<file path="src/rtl/imm_enc_pkg.sv">
// Shared types for the immediate encoder: format selector, buffer occupancy
// states, buffered entry layout and a sign-run helper used by the range check.
package imm_enc_pkg;

   typedef enum logic [2:0] {
      IMM_I = 3'b000,
      IMM_S = 3'b001,
      IMM_B = 3'b010,
      IMM_U = 3'b011,
      IMM_J = 3'b100
   } imm_src_e;

   typedef enum logic [1:0] {
      EMPTY = 2'd0,
      ONE   = 2'd1,
      FULL  = 2'd2
   } occ_state_e;

   typedef struct packed {
      logic [31:0] instr;
      logic        err;
   } enc_entry_t;

   // True when every bit from position lsb up to 31 matches the sign bit,
   // i.e. the value fits a signed field whose top bit sits at lsb.
   function automatic logic isSignRun(input logic [31:0] v, input int lsb);
      logic ok;
      ok = 1'b1;
      for (int i = 0; i < 32; i++) begin
         if (i >= lsb && v[i] != v[31]) ok = 1'b0;
      end
      return ok;
   endfunction

endpackage

</file>
<file path="src/rtl/imm_enc_pack.sv">
// Combinational field packer: scatters an immediate into the RISC-V immediate
// fields of a template and flags values the format cannot represent.
// With IMM_ENC_ROUNDTRIP_CHECK_EN this file also provides the immgen decoder.
module imm_enc_pack
   import imm_enc_pkg::*;
(
   input  logic [31:0] i_base,
   input  logic [31:0] i_imm,
   input  logic [2:0]  i_immSrc,
   output logic [31:0] o_instr,
   output logic        o_rangeErr
);

   // Truncated bits are still packed on a range error so the word stays
   // predictable; only the flag reports the loss.
   always_comb begin
      o_instr    = i_base;
      o_rangeErr = 1'b1;
      case (i_immSrc)
         IMM_I: begin
            o_instr    = {i_imm[11:0], i_base[19:0]};
            o_rangeErr = !isSignRun(i_imm, 11);
         end
         IMM_S: begin
            o_instr    = {i_imm[11:5], i_base[24:12], i_imm[4:0], i_base[6:0]};
            o_rangeErr = !isSignRun(i_imm, 11);
         end
         IMM_B: begin
            o_instr    = {i_imm[12], i_imm[10:5], i_base[24:12],
                          i_imm[4:1], i_imm[11], i_base[6:0]};
            o_rangeErr = !isSignRun(i_imm, 12) || i_imm[0];
         end
         IMM_U: begin
            o_instr    = {i_imm[31:12], i_base[11:0]};
            o_rangeErr = (i_imm[11:0] != 12'd0);
         end
         IMM_J: begin
            o_instr    = {i_imm[20], i_imm[10:1], i_imm[11], i_imm[19:12],
                          i_base[11:0]};
            o_rangeErr = !isSignRun(i_imm, 20) || i_imm[0];
         end
         default: begin
            o_instr    = i_base;
            o_rangeErr = 1'b1;
         end
      endcase
   end

endmodule

`ifdef IMM_ENC_ROUNDTRIP_CHECK_EN
module immgen
   import imm_enc_pkg::*;
(
   input  logic [31:0] i_instr,
   input  logic [2:0]  i_imm_src,
   output logic [31:0] o_imm_ext
);

   logic unusedOpcode;
   assign unusedOpcode = ^i_instr[6:0];

   always_comb begin
      o_imm_ext = 32'd0;
      case (i_imm_src)
         IMM_I: o_imm_ext = {{20{i_instr[31]}}, i_instr[31:20]};
         IMM_S: o_imm_ext = {{20{i_instr[31]}}, i_instr[31:25], i_instr[11:7]};
         IMM_B: o_imm_ext = {{19{i_instr[31]}}, i_instr[31], i_instr[7],
                             i_instr[30:25], i_instr[11:8], 1'b0};
         IMM_U: o_imm_ext = {i_instr[31:12], 12'd0};
         IMM_J: o_imm_ext = {{11{i_instr[31]}}, i_instr[31], i_instr[19:12],
                             i_instr[20], i_instr[30:21], 1'b0};
         default: o_imm_ext = 32'd0;
      endcase
   end

endmodule
`endif

</file>
<file path="src/rtl/imm_enc.sv">
// Streaming immediate encoder: packs requests, buffers up to two encoded words
// in FIFO order and keeps saturating statistics. Optional IMM_ENC_ROUNDTRIP_CHECK_EN.
module imm_enc
   import imm_enc_pkg::*;
#(
   parameter int CNT_W = 16
) (
   input  logic             clk,
   input  logic             rst,
   input  logic             in_valid,
   output logic             in_ready,
   input  logic [31:0]      in_base,
   input  logic [31:0]      in_imm,
   input  logic [2:0]       in_imm_src,
   output logic             out_valid,
   input  logic             out_ready,
   output logic [31:0]      out_instr,
   output logic             out_range_err,
   output logic [CNT_W-1:0] cnt_enc,
   output logic [CNT_W-1:0] cnt_err
`ifdef IMM_ENC_ROUNDTRIP_CHECK_EN
   ,
   output logic             rt_mismatch
`endif
);

   logic [31:0] w_packInstr;
   logic        w_packErr;
   logic        w_push;
   logic        w_pop;

   occ_state_e  r_state;
   occ_state_e  w_nextState;
   logic        r_inReady;
   enc_entry_t  r_mem [2];
   logic        r_wrPtr;
   logic        r_rdPtr;
   logic [CNT_W-1:0] r_cntEnc;
   logic [CNT_W-1:0] r_cntErr;

   imm_enc_pack u_pack (
      .i_base     (in_base),
      .i_imm      (in_imm),
      .i_immSrc   (in_imm_src),
      .o_instr    (w_packInstr),
      .o_rangeErr (w_packErr)
   );

   assign w_push        = in_valid && r_inReady;
   assign w_pop         = out_valid && out_ready;
   assign in_ready      = r_inReady;
   assign out_valid     = (r_state != EMPTY);
   assign out_instr     = r_mem[r_rdPtr].instr;
   assign out_range_err = r_mem[r_rdPtr].err;
   assign cnt_enc       = r_cntEnc;
   assign cnt_err       = r_cntErr;

   // in_ready is registered from the next state so out_ready never reaches it
   // combinationally; a pop while FULL therefore frees space one cycle later.
   always_ff @(posedge clk or posedge rst) begin
      if (rst) begin
         r_state   <= EMPTY;
         r_inReady <= 1'b1;
      end else begin
         r_state   <= w_nextState;
         r_inReady <= (w_nextState != FULL);
      end
   end

   always_comb begin
      w_nextState = r_state;
      case (r_state)
         EMPTY: if (w_push) w_nextState = ONE;
         ONE: begin
            if (w_push && !w_pop)      w_nextState = FULL;
            else if (w_pop && !w_push) w_nextState = EMPTY;
         end
         FULL:  if (w_pop) w_nextState = ONE;
         default: w_nextState = EMPTY;
      endcase
   end

   always_ff @(posedge clk or posedge rst) begin
      if (rst) begin
         r_mem[0] <= '0;
         r_mem[1] <= '0;
         r_wrPtr  <= 1'b0;
         r_rdPtr  <= 1'b0;
      end else begin
         if (w_push) begin
            r_mem[r_wrPtr] <= '{instr: w_packInstr, err: w_packErr};
            r_wrPtr        <= ~r_wrPtr;
         end
         if (w_pop) r_rdPtr <= ~r_rdPtr;
      end
   end

   always_ff @(posedge clk or posedge rst) begin
      if (rst) begin
         r_cntEnc <= '0;
         r_cntErr <= '0;
      end else begin
         if (w_push && r_cntEnc != '1)
            r_cntEnc <= r_cntEnc + CNT_W'(1);
         if (w_push && w_packErr && r_cntErr != '1)
            r_cntErr <= r_cntErr + CNT_W'(1);
      end
   end

`ifdef IMM_ENC_ROUNDTRIP_CHECK_EN
   logic [31:0] w_rtImm;
   logic        w_rtDiff;
   logic        r_rtMismatch;

   immgen u_immgen (
      .i_instr   (w_packInstr),
      .i_imm_src (in_imm_src),
      .o_imm_ext (w_rtImm)
   );

   assign w_rtDiff    = w_push && !w_packErr && (w_rtImm != in_imm);
   assign rt_mismatch = r_rtMismatch;

   always_ff @(posedge clk or posedge rst) begin
      if (rst)           r_rtMismatch <= 1'b0;
      else if (w_rtDiff) r_rtMismatch <= 1'b1;
   end

   rtCheck: assert property (@(posedge clk) disable iff (rst) !w_rtDiff);
`endif

endmodule
</file>
<file path="config.mk">
export PLATFORM = sky130hd
export DESIGN_NAME = imm_enc
export DESIGN_NICKNAME = d
export VERILOG_FILES = /design/src/rtl/imm_enc_pkg.sv /design/src/rtl/imm_enc_pack.sv /design/src/rtl/imm_enc.sv
export SDC_FILE = /design/constraint.sdc
export NUM_CORES = 1
export LEC_CHECK = 0
export CAP_MARGIN = 10
export CORE_MARGIN = 4
export CORE_UTILIZATION = 45
export DETAILED_ROUTE_END_ITERATION = 10
export PLACE_DENSITY = 0.77
export RECOVER_POWER = 100
export SLEW_MARGIN = 0
export SYNTH_ARGS = -nofsm -noshare
export SYNTH_HDL_FRONTEND = slang
export SYNTH_HIERARCHICAL = 1
export SYNTH_SLANG_ARGS = --single-unit
export TNS_END_PERCENT = 100
</file>
<file path="constraint.sdc">
create_clock -name clk -period 3.21 [get_ports clk]
set_input_delay 0.642 -clock clk [delete_from_list [all_inputs] [get_ports clk]]
set_output_delay 0.642 -clock clk [all_outputs]
set_load 0.005 [all_outputs]
</file>
# Word-level counts from Yosys, hierarchy flattened
# Cells that the tools add are included.
[totals]
register_bits = 103
latch_bits = 0
ram_bits = 0
mem_bits_ro = 0
inputBits = 71
out_inout_bits = 67
wordCells = 135
n_memories = 0
[classes]
n_addsub = 2
multipliers = 0
div_mod_pow = 0
magnitude_cmp = 3
n_eq_ne = 29
n_shift = 0
mux = 67
n_bitwise = 4
n_reduce_logical = 20
[op_table]
columns = ["op", "count"]
rows = [
  ["32-bit case mux with 5 select lines", 1],
  ["33-bit 2-to-1 mux", 4],
  ["66-bit bitwise mux", 1],
  ["1-bit 2-to-1 mux", 54],
  ["33-bit demux with 1-bit select", 1],
  ["16-bit by 1-bit adder with 16-bit output, second input constant", 2],
  ["16-bit != test, second input constant", 2],
  ["1-bit != test", 20],
  ["12-bit nonzero test", 1],
  ["1-bit logical AND", 8],
  ["2-bit 2-to-1 mux", 4],
  ["3-bit by 2-bit equality test with 1-bit output, second input constant", 2],
  ["1-bit logical NOT", 6],
  ["2-bit case mux with 3 select lines", 1],
  ["1-bit case mux with 5 select lines", 1],
  ["2-bit >= comparator, second input constant", 2],
  ["1-bit NOT with 2-bit output", 2],
  ["3-bit by 1-bit equality test with 1-bit output, second input constant", 1],
  ["3-bit equality test, second input constant", 1],
  ["3-bit logical NOT", 1],
  ["2-bit by 1-bit equality test with 1-bit output, second input constant", 1],
  ["2-bit equality test, second input constant", 1],
  ["2-bit logical NOT", 1],
  ["1-bit logical OR", 2],
  ["4 further kinds", 5],
]

# Logic depth before layout (Yosys ltp)
[logic_depth]
ltp_word = 26
ltp_mapped = 11
mapped_depth_nobuf = 9

# Cells and area by module
# The synthesis kept the hierarchy.
[modules_own_cells]
columns = ["module", "n_inst", "cells_per_inst", "area_per_inst_um2", "seq_area_each_um2"]
rows = [
  ["imm_enc", 1, 352, 4657.0, 2578.7],
  ["imm_enc_pack", 1, 169, 982.2, 0.0],
]

# Worst setup path after synthesis
# OpenSTA, ideal clock, no wires.
[synth_path]
path_type = "input-to-reg"
start = "input port in_imm[5]"
end = "register r_cntErr[13] (netlist: cnt_err[13])"
setup_ps = 125
t_arrival_ps = 2600
required_ps = 3085
slack_ps = 486
cell_stages = 10
path_buffers = 1
cell_sequence = "or4_4 > nor4_2 > nand4b_1 > a21oi_1 > o32ai_1 > and3_1 > buf_2 > and4_1 > nand4_1 > mux2_2"
[synth_via]
elab_chain_cells = 4
[synth_lines]
columns = ["element", "line_no", "rtl"]
rows = [
  ["from (decl)", "imm_enc.sv:13", "input logic [31:0] in_imm,"],
  ["12-bit nonzero test", "imm_enc_pack.sv:35", "o_rangeErr = (i_imm[11:0] != 12'd0);"],
  ["1-bit case mux with 5 select lines", "imm_enc_pack.sv:19", "case (i_immSrc)"],
  ["net w_packErr", "imm_enc.sv:28", "logic w_packErr;"],
  ["1-bit logical AND (2 in series)", "imm_enc.sv:105", "if (w_push && w_packErr && r_cntErr != '1)"],
  ["to (signal assigned)", "imm_enc.sv:106", "r_cntErr <= r_cntErr + CNT_W'(1);"],
  ["to (decl)", "imm_enc.sv:39", "logic [CNT_W-1:0] r_cntErr;"],
]
# The timed path passes the listed nets, and every way through them passes these cells.
# A chain may end at the register's enable or synchronous reset.

# Worst setup path in the final report
[layout_path]
start = "register r_rdPtr"
end = "output port out_instr[20]"
[layout_via]
elab_chain_cells = 4
[layout_lines]
columns = ["element", "line_no", "rtl"]
rows = [
  ["from (decl)", "imm_enc.sv:37", "logic r_rdPtr;"],
  ["from (signal assigned)", "imm_enc.sv:94", "if (w_pop) r_rdPtr <= ~r_rdPtr;"],
  ["1-bit NOT with 2-bit output (not written as such)", "imm_enc.sv:53", "assign out_instr = r_mem[r_rdPtr].instr;"],
  ["33-bit 2-to-1 mux (3 in series)", "-", ""],
  ["to (decl)", "imm_enc.sv:17", "output logic [31:0] out_instr,"],
]
# No other way between the ends. The select of a mux whose other input is x is not followed.

==> impl_metrics.yaml <==
finish:
  share_of_layout_cells_above_drive_strength_1: 0.2303
  num-fill-cells: 1033
  multi_input_area_um2: 2834
  layout.cells.most_common: "mux2_2"
  seq_area_um2: 2579
  final_core_utilization: 0.6138
  finalNetCount: 729
  most_used_cells_in_the_layout_excluding_fill_and_tap_cells: "106 x mux2_2, 102 x dfrtp_1, 73 x clkdlybuf4s50_1, 64 x dlygate4sd3_1, 46 x nand2_1"
  antennaDiodeCount: 0
  synthToLayoutAreaGrowth_pct: 32.37
route:
  detailed_router_iteration_count_before_antenna_repair: 5
  antenna_violating_nets_post_route: 0
  post_drt_via_cell_ratio: 5.535
  met3_routed_wirelength_um: 869
  post_drt_wl_per_cell_um: 17.68
  via_count: 4583
  drt_iter0_drc: 287
  wirelength_met1_mm: 5.883
  detail_route.drc_violations: 0
  met2_length_mm: 7.611
  route.final.wire_length_mm: 14.64
  top_layer: "met4"
critical_path:
  reg2reg_from: "cnt_enc[0]"
  timing.critical_path.slowest_stage_cell: "clkbuf_1"
  cp_max_fo: 14
  cp_num_buf_inv: 2
  worstSetupPathDepth: 3
  setup.reg_to_reg.worst_slack_ns: 0.76
  critical_path.top_delay_family: "buffers and inverters"
  timing.setup.critical_path_class: "reg -> out"
  cp-end-kind: "output pin"
  timing.critical_path.arrival_ns: 2.40
  required_ns: 2.57
  crit-reg2reg-capture: "cnt_enc[1]"
  critical_path.cell_chain: "clkbuf_1, mux2_2, dlygate4sd3_1"
  worst_path_largest_cell_delay_ns: 0.68
  worst_setup_path_start_kind: "register"
  timing.reg2reg.worst_path_depth: 5
hold_path:
  min_path_cells: 1
  holdPathEnd: "cnt_enc[9]"
  hold_path.startpoint: "cnt_enc[9]"
  timing.hold.worst.class: "reg -> reg"
power:
  max-vdd-ir-drop_uv: 471.9
  power.density_cell_area_nw_per_um2: 746.2
  power_mw: 5.570
  cellLeakagePower_nw: 3.147
sta:
  finalSetupTns_ns: 0
  finalHoldViolCount: 0
  max_slew.worst_pin.slew_ns: 1.804
  final.period_utilization: 0.9480
  setup_viol_count_final: 0
  relative_slew_slack: -0.2095
  final.min_clock_period_ns: 3.043
  hold-worst-slack_ns: 0.4886
  finalMaxSlewViolations: 40
  worst_clock_skew_ns: 0.005401
  rsz0062_at_grt: "no"
  fmax_mhz: 328.6
yosys:
  number_of_instances_in_the_synthesized_netlist: 521
  synth_area_leaders: "dfrtp_1 45%, mux2_2 22%, nand2_1 3.1%, xor2_1 3.0%, a21oi_1 1.9%"
  synthXorXnorAreaFrac: 0.03883
  synthDominantCellAreaShare: 0.4526
  post_synth_simple_gate_area: 0.1449
  synthesis.area_um2: 5639
  number_of_warnings_printed_during_yosys_synthesis: 6
  synth_adder_area_share: 0.004438
  synth-edff-count: 0
  combinational_family_with_the_most_area_after_synthesis: "multiplexers"
  avg_inst_size_synth_um2: 10.82
  ys_ff_latch: 103
  post_syn_nets: 594
  synth_compound_gate_area_share: 0.09474
  synth.largest_area_cell: "dfrtp_1"
  dominantRegCellSynth: "dfrtp_1"
  postSynth.asyncResetShare: 1.000
  post_synth_mux_area_share: 0.2221
  yosysUniqueCellTypes: 50
  sequential_fraction_of_the_synthesis_area: 0.4573
placed_design:
  place.port_buffers: 137
  dp.final_hpwl_mm: 10.89
  gp_congestion: 0.9442
floorplanning:
  die_width_um: 119.9
  placement_rows: 40
  die-area_um2: 14390
  dieHeight_um: 119.9
  io_pins: 138
  floorplan.initialDensity: 0.4637
  core_area_um2: 12160
clock_network:
  numClockSinks: 103
  cts_buffers: 9
  clock_tree.root_cell: "clkbuf_16"
  postCtsHoldBufs: 0
  resize_count_post_cts: 0
  clock_tree.buffer_depth: 2
  number_of_levels_in_the_clock_h_tree: 3
  post-cts-setup-buffer-count: 0
  cts_tree: "built"
  clk_pin_slew_worst_setup_hold_paths_ns: 0.07
  worstSkewPairLatency_ns: 0.34
grt:
  grt_antenna_before_repair: 0
  globalRouteOverflowTotal: 0
  grt_pass1_wl_mm: 23.89
  grt_start_max_net_pins: 43
  first_global_vias: 4699
  grtUsageTotal: 0.2073
status:
  status: "complete, but fails checks"
  failed_checks: "max-capacitance violations, max-slew violations"
job:
  number_of_max_cap_violations: 1
[metal layers]
layer	GRT usage	up-vias
li1	-	2176
met1	0.2545	2245
met2	0.3576	143
met3	0.04006	19
met4	0.08375	0
met5	0	-
[state kept, by name, summed over array words and instances, names as in the netlist]
name / cells
cnt_enc: 16
cnt_err: 16
in_ready: 1
r_mem: 66
r_rdPtr: 1
r_state: 2
r_wrPtr: 1
[synth_stat cells (2+ instances only)]
cell      instances
a211oi_1          7
xnor2_1           6
a41oi_1           3
buf_2            14
nor2_1           22
o22ai_1          10
dfrtp_1         102
o211ai_1          2
nand4_1          12
mux2_2          109
nand4_2           2
nor2b_1           5
a21oi_1          21
ha_1              2
and3_1            3
a31oi_1           9
nor4_1            9
o31ai_1           2
and4_1            6
or2_2             2
nor3_1           13
buf_4             9
and2_1            4
nand2_1          47
o21ai_0          13
xor2_1           19
a22o_1            6
a22oi_1           6
clkbuf_1         11
nand2b_1          3
nand3_1          19
inv_1             5
[how the worst max path moves through the flow]
stage / from / endpoint / slack, ns
final: r_rdPtr / out_instr[20] / 0.17
after global routing: in_imm[28] / cnt_err[13] / 0.03
after CTS: in_imm[31] / cnt_err[1] / 0.23
after detailed placement: in_imm[31] / cnt_err[13] / -0.15
after global placement: in_imm[31] / cnt_err[13] / -0.09
after floorplan: in_imm[5] / cnt_err[13] / 0.49
[stage by stage]
| step | setup WS (ns) | instance area, um2 | std cells |
|---|---|---|---|
| floorplan | 0.4855 | 5643 | 521 |
| global placement | -0.09144 | 7221 | 813 |
| detailed placement | -0.1473 | 7221 | 813 |
| CTS | 0.2297 | 7505 | 828 |
| global route | 0.02576 | 7465 | 828 |
| finish | 0.1670 | 7465 | 828 |
[cell type report]
| cell class | count | share of cell area |
|---|---|---|
| tap | 168 | 0.02816 |
| clock buffer | 13 | 0.03621 |
| clock inverter | 2 | 0.001844 |
| timing repair buffer | 160 | 0.2060 |
| sequential | 103 | 0.3455 |
| inverter | 5 | 0.002682 |
| multi-input combinational | 377 | 0.3797 |
[cell families after synthesis]
family                     Yosys count
AOI/OAI and AO/OA                   84
muxes                              111
xor gates and xnor gates            25
adders and majority gates            2
buffers and inverters               41
and+or+nand+nor                    155
DFF                                103
[where the power goes]
group	switching (mW)	leakage [nW]	internal (mW)
Combinational	0.896	1.76	1.46
Sequential	0.333	1.25	1.82
Clock	0.469	0.142	0.588
Total	1.70	3.15	3.87
No activity file was read; power rests on OpenSTA's default activity.
